## src/rtl/fpcvt_seq_if.sv

```systemverilog
// Handshake bundle between the sample source, the converter and the float consumer.
interface fpcvt_seq_if;
    logic [11:0] d;
    logic        in_valid;
    logic        in_ready;
    logic        s;
    logic [2:0]  e;
    logic [3:0]  f;
    logic        out_valid;
    logic        out_ready;

    // Source/consumer side drives the sample and takes the result.
    modport master (
        output d, in_valid, out_ready,
        input  in_ready, s, e, f, out_valid
    );

    // Converter side.
    modport slave (
        input  d, in_valid, out_ready,
        output in_ready, s, e, f, out_valid
    );
endinterface

```

## src/rtl/fpcvt_seq.sv

```systemverilog
// Multi-cycle 12-bit two's-complement to 8-bit float (s, e[2:0], f[3:0]) converter.
// Normalises one bit per cycle, then rounds on the fifth significand bit.
module fpcvt_seq #(
    parameter bit RND_EN = 1'b1
) (
    input logic        clk,
    input logic        rst,
    fpcvt_seq_if.slave bus
);

    typedef enum logic [2:0] {StIdle, StAbs, StNorm, StRound, StDone} state_e;

    state_e      state_q, state_d;
    logic [11:0] d_q, d_d;
    logic [11:0] m_q, m_d;
    logic [2:0]  ec_q, ec_d;
    logic        sign_q, sign_d;
    logic        sat_q, sat_d;
    logic        s_q, s_d;
    logic [2:0]  e_q, e_d;
    logic [3:0]  f_q, f_d;

    logic [11:0] abs_val;
    logic [3:0]  sig;
    logic        fifth;

    // State register.
    always_ff @(posedge clk) begin
        if (rst) begin
            state_q <= StIdle;
        end else begin
            state_q <= state_d;
        end
    end

    // Next-state logic.
    always_comb begin
        state_d = state_q;
        unique case (state_q)
            StIdle:  if (bus.in_valid) state_d = StAbs;
            StAbs:   state_d = (d_q == 12'h800) ? StRound : StNorm;
            StNorm:  if (m_q[10] || ec_q == 3'd0) state_d = StRound;
            StRound: state_d = StDone;
            StDone:  if (bus.out_ready) state_d = StIdle;
            default: state_d = StIdle;
        endcase
    end

    // Handshake outputs decoded from state; result comes straight from its registers.
    always_comb begin
        bus.in_ready  = (state_q == StIdle);
        bus.out_valid = (state_q == StDone);
        bus.s         = s_q;
        bus.e         = e_q;
        bus.f         = f_q;
    end

    // Datapath registers.
    always_ff @(posedge clk) begin
        if (rst) begin
            d_q    <= '0;
            m_q    <= '0;
            ec_q   <= '0;
            sign_q <= 1'b0;
            sat_q  <= 1'b0;
            s_q    <= 1'b0;
            e_q    <= '0;
            f_q    <= '0;
        end else begin
            d_q    <= d_d;
            m_q    <= m_d;
            ec_q   <= ec_d;
            sign_q <= sign_d;
            sat_q  <= sat_d;
            s_q    <= s_d;
            e_q    <= e_d;
            f_q    <= f_d;
        end
    end

    // Datapath next-state: capture, magnitude, shift-normalise, round.
    always_comb begin
        d_d     = d_q;
        m_d     = m_q;
        ec_d    = ec_q;
        sign_d  = sign_q;
        sat_d   = sat_q;
        s_d     = s_q;
        e_d     = e_q;
        f_d     = f_q;
        // 0x800 negates to itself; the saturate flag covers that case.
        abs_val = d_q[11] ? (~d_q + 12'd1) : d_q;
        sig     = m_q[10:7];
        fifth   = m_q[6] & RND_EN;

        unique case (state_q)
            StIdle: begin
                if (bus.in_valid) d_d = bus.d;
            end
            StAbs: begin
                sign_d = d_q[11];
                m_d    = abs_val;
                ec_d   = 3'd7;
                sat_d  = (d_q == 12'h800);
            end
            StNorm: begin
                if (!(m_q[10] || ec_q == 3'd0)) begin
                    m_d  = m_q << 1;
                    ec_d = ec_q - 3'd1;
                end
            end
            StRound: begin
                s_d = sign_q;
                if (sat_q) begin
                    f_d = 4'hF;
                    e_d = 3'd7;
                end else if (!fifth) begin
                    f_d = sig;
                    e_d = ec_q;
                end else if (sig != 4'hF) begin
                    f_d = sig + 4'd1;
                    e_d = ec_q;
                end else if (ec_q != 3'd7) begin
                    // Carry out of the significand renormalises to 1000.
                    f_d = 4'h8;
                    e_d = ec_q + 3'd1;
                end else begin
                    f_d = 4'hF;
                    e_d = 3'd7;
                end
            end
            default: ;
        endcase
    end

endmodule

```

## src/flat_wrapper.sv

```systemverilog
// flat-port wrapper written by rule: the top's interface ports become plain ports
module fpcvt_seq_flat 
#(
    parameter bit RND_EN = 1'b1
)
  (clk, rst, bus_d, bus_in_valid, bus_out_ready, bus_in_ready, bus_s, bus_e, bus_f, bus_out_valid);
  fpcvt_seq_if bus_i ();
  input logic clk;
  input logic rst;
  input wire logic [$bits(bus_i.d)-1:0] bus_d;
  input wire logic [$bits(bus_i.in_valid)-1:0] bus_in_valid;
  input wire logic [$bits(bus_i.out_ready)-1:0] bus_out_ready;
  output wire logic [$bits(bus_i.in_ready)-1:0] bus_in_ready;
  output wire logic [$bits(bus_i.s)-1:0] bus_s;
  output wire logic [$bits(bus_i.e)-1:0] bus_e;
  output wire logic [$bits(bus_i.f)-1:0] bus_f;
  output wire logic [$bits(bus_i.out_valid)-1:0] bus_out_valid;
  assign bus_i.d = bus_d;
  assign bus_i.in_valid = bus_in_valid;
  assign bus_i.out_ready = bus_out_ready;
  assign bus_in_ready = bus_i.in_ready;
  assign bus_s = bus_i.s;
  assign bus_e = bus_i.e;
  assign bus_f = bus_i.f;
  assign bus_out_valid = bus_i.out_valid;
  fpcvt_seq #(.RND_EN(RND_EN)) u_core (.clk(clk), .rst(rst), .bus(bus_i));
endmodule
```

## config.mk

```make
export PLATFORM = sky130hd
export DESIGN_NAME = fpcvt_seq_flat
export DESIGN_NICKNAME = d
export VERILOG_FILES = /design/src/rtl/fpcvt_seq_if.sv /design/src/rtl/fpcvt_seq.sv /design/src/flat_wrapper.sv
export SDC_FILE = /design/constraint.sdc
export NUM_CORES = 1
export LEC_CHECK = 0
export ABC_AREA = 0
export CAP_MARGIN = 15
export CORE_MARGIN = 2
export CORE_UTILIZATION = 47
export CTS_CLUSTER_SIZE = 28
export DETAILED_ROUTE_END_ITERATION = 16
export MAX_ROUTING_LAYER = met4
export PLACE_DENSITY = 0.74
export REMOVE_ABC_BUFFERS = 1
export SYNTH_ARGS = -nofsm -noshare
export SYNTH_HDL_FRONTEND = slang
export SYNTH_SLANG_ARGS = --single-unit
export TNS_END_PERCENT = 5
```

## constraint.sdc

```tcl
create_clock -name clk -period 2.3 [get_ports clk]
set_clock_uncertainty 0.2 [all_clocks]
set_input_delay 0.46 -clock clk [delete_from_list [all_inputs] [get_ports clk]]
set_output_delay 0.46 -clock clk [all_outputs]
set_load 0.1 [all_outputs]
```

==> run_results.csv <==
group,metric,value,unit
outcome,outcome,"completed",
yosys,syn_avg_cell_area,8.38,sq um
yosys,async_flop_share,0,%
yosys,yosys_warnings,0,
global_routing,grt.met1_usage,24.5,%
power_and_ir_drop,switchingPower,704,uW
floorplan,coreArea,0.00432,sq mm
global_routing,grt.busiest_layer,"met2",
global_routing,grt_pass1_wl,7470,microns
floorplan,ios,26,
yosys,yosys.area.top_type,"dfxtp_1",
timing,min_period,2.12,ns
layout,final_layout_size_suffix_gt1_share,12.4,%
power_and_ir_drop,power.leakage,0.873,nW
power_and_ir_drop,power_frac_comb,32.5,%
timing,clock.fmax,0.471,GHz
detailed_routing,vias_per_cell,5.56,
clock_network,clk_pin_slew,0.07,ns
detailed_routing,drt_first_pass_iters,4,
setup_path,cp.required,1.64,ns
detailed_routing,vias,1811,
clock_network,cts_tree,"built",
clock_network,cts_sinks,39,
setup_path,crit_fanout,8,
yosys,yosysSeqAreaShare,37.3,%
power_and_ir_drop,pwr-share-seq,41.6,%
layout,diodes,0,
setup_path,worstSetupPathType,"reg -> out",
job,maxCapViolCount,0,
detailed_routing,wire_per_inst,13.4,microns
floorplan,die_w,70.8,microns
setup_path,critPathSlowestCell,"nor3_1",
yosys,ys.flop_type,"dfxtp_1",
timing,whs,0.255,ns
timing,worstMarginPinSlew,0.587,ns
yosys,synth-edff-count,0,
layout,final_nets,294,
power_and_ir_drop,clkPwrFrac,25.9,%
timing,hold_viol,0,
floorplan,die_h,70.8,microns
clock_network,htreeDepth,2,
floorplan,start_util,48.5,%
placement,place_congestion,0.820,
layout,area_delta_synth_final,19.0,%
detailed_routing,drt_iter0_drc,73,
timing,finalSetupTns,0,ns
detailed_routing,antenna_left,0,
yosys,synth_cell_types,50,
global_routing,grt_overflow,0,
yosys,synth.top_cell.area_share,37.3,%
timing,final.period_utilization,92.2,%
power_and_ir_drop,p_int,1.27,mW
setup_path,worst_setup_path_end_kind,"output pin",
power_and_ir_drop,switching_share,35.7,%
yosys,ys_top_cells_by_area,"dfxtp_1 37%, nand2_1 6.6%, a21oi_1 5.5%, nor3_1 3.1%, nor2_1 3.0%",
global_routing,met2_usage,30.6,%
yosys,syn-cell-area,0.00210,sq mm
worst_hold_path,hp-class,"reg -> reg",
floorplan,placementRows,24,
clock_network,cts_setup_buffers,0,
setup_path,arrival,1.46,ns
clock_network,hold_buffers,0,
clock_network,numCtsBuffers,5,
clock_network,clk-insertion-delay-late,0.29,ns
global_routing,grt.total_usage,18.8,%
clock_network,cts-root-buf,"clkbuf_8",
floorplan,dieArea,0.00501,sq mm
power_and_ir_drop,p_per_area,791,mW/mm^2
layout,fin_area,0.00249,sq mm
timing,max_slew_margin,60.9,%
global_routing,use_met3,3.42,%
detailed_routing,routed_wl,4380,microns
power_and_ir_drop,ir_drop,0.000526,V
placement,portBuffers,25,
timing,setup_violations,0,
placement,dpl.hpwl,3220,microns
power_and_ir_drop,power,1.97,mW
setup_path,cp-start-kind,"flip-flop",
yosys,netlist_instances,250,
timing,slew_violations,0,
setup_path,path_cells,"buf_4, nor3_1, buf_12",
setup_path,cp_slowest_stage_delay,0.44,ns
clock_network,clk_path_buf_depth,2,
detailed_routing,drc,0,
global_routing,grt_antenna_before_repair,0,
clock_network,cts_resized,0,
timing,rsz0062_at_grt,"false",
global_routing,first_global_vias,1607,
placement,place_area,0.00239,sq mm
global_routing,grt_max_degree,35,
yosys,yosys_register_bits,39,
==> power groups by stage <==
stage                     clock network [mW]  registers (mW)  logic [mW]
after floorplan                            0           0.882       0.378
after global placement                     0           0.834       0.630
after detailed placement                   0           0.836       0.641
after CTS                              0.514           0.820       0.644
after global routing                   0.542           0.833       0.704
final                                  0.511           0.820       0.642
==> critical path: cells and delay by family (launching register included) <==
family | cells | cell delay (ns)
AND/OR/NAND/NOR | 1 | 0.44
buffers and inverters | 2 | 0.41
flip-flops | 1 | 0.32
==> sequential cells by signal (all words and copies together), names as in the netlist <==
signal and cells:
u_core.d_q 12, u_core.ec_q 3, u_core.state_q 3, u_core.bus.f 4, u_core.sat_q 1, u_core.bus.s 1
u_core.sign_q 1, u_core.m_q 11, u_core.bus.e 3
==> worst paths after layout <==
check,slack [ns],from,endpoint,cells past startpoint
setup / recovery,0.18,u_core.state_q[2],bus_in_ready,3
hold / removal,0.26,u_core.sign_q,u_core.bus.s,2
setup reg to reg,0.19,u_core.state_q[0],u_core.ec_q[0],4
hold reg to reg,0.26,u_core.sign_q,u_core.bus.s,2
==> cell type report <==
class | instances | area, sq um
inverter | 6 | 22.5
timing repair buffer | 35 | 338
multi-input combinational | 186 | 1190
clock buffer | 8 | 100
fill | 411 | 1830
sequential | 39 | 781
tap | 52 | 65.1
==> synthesized netlist by cell type, drive strengths merged (2+ instances only) <==
cell type / count
a2111oi: 5
a211oi: 4
a21oi: 23
a311oi: 3
a31oi: 3
and4: 4
buf: 8
clkbuf: 11
dfxtp: 39
ha: 5
inv: 6
mux2: 2
nand2: 37
nand2b: 8
nand3: 3
nand3b: 5
nand4: 4
nor2: 17
nor2b: 5
nor3: 14
nor3b: 5
nor4: 3
o211ai: 4
o21ai: 2
o221ai: 2
o31ai: 2
o41ai: 2
or3: 3
or3b: 3
xnor2: 7
xor2: 2
==> stage by stage <==
stage | setup slack (ns) | std cells | utilization (%)
finish | 0.179 | 326 | 57.7
CTS | 0.166 | 326 | 57.7
floorplan | -1.54 | 231 | -
global route | 0.0748 | 326 | 57.7
detailed placement | 0.191 | 318 | 55.4
global placement | 0.267 | 318 | 55.4
==> cells in the final DEF (no fill, tap or decap), types with 2 or more instances in the layout <==
cell type        synthesis  layout
a21oi_1                 23      23
nor4_1                   2       2
nor3_1                  13      13
o41ai_1                  2       2
xor2_1                   2       2
o221ai_1                 2       2
nand3_1                  3       3
clkdlybuf4s50_1          0      15
nor3b_1                  3       3
and4_1                   4       4
a211oi_1                 3       3
a2111oi_0                4       4
a31oi_1                  3       3
buf_12                   0       3
dfxtp_1                 39      39
mux2_1                   2       2
buf_4                    2      17
inv_1                    6       6
o21ai_1                  2       2
nand2b_1                 8       8
nor2_1                  17      17
ha_1                     5       5
nand3b_1                 5       5
xnor2_1                  7       7
clkbuf_8                 0       7
or3_1                    3       3
or3b_1                   3       3
a311oi_1                 3       3
nand4_1                  4       4
o211ai_1                 4       4
nand2_1                 37      37
nor2b_1                  5       5
==> cell families after synthesis <==
group	count (synthesis)	synth area share, %
AND/OR/NAND/NOR	114	29.9
AO/OA/AOI/OAI	55	18.6
flip-flops	39	37.3
buffers and inverters	25	6.03
XOR/XNOR	9	3.76
adder cells (fa/ha/maj)	5	2.99
multiplexers	3	1.55
==> routing by layer <==
| metal | part of all wire (%) | routed length, microns | vias up |
|---|---|---|---|
| li1 | - | - | 942 |
| met4 | 0.96 | 42 | 0 |
| met5 | 0 | 0 | - |
| met2 | 47 | 2080 | 31 |
| met1 | 48 | 2110 | 833 |
| met3 | 3.5 | 151 | 5 |
Note: power is estimated with default switching activity, not from simulation.
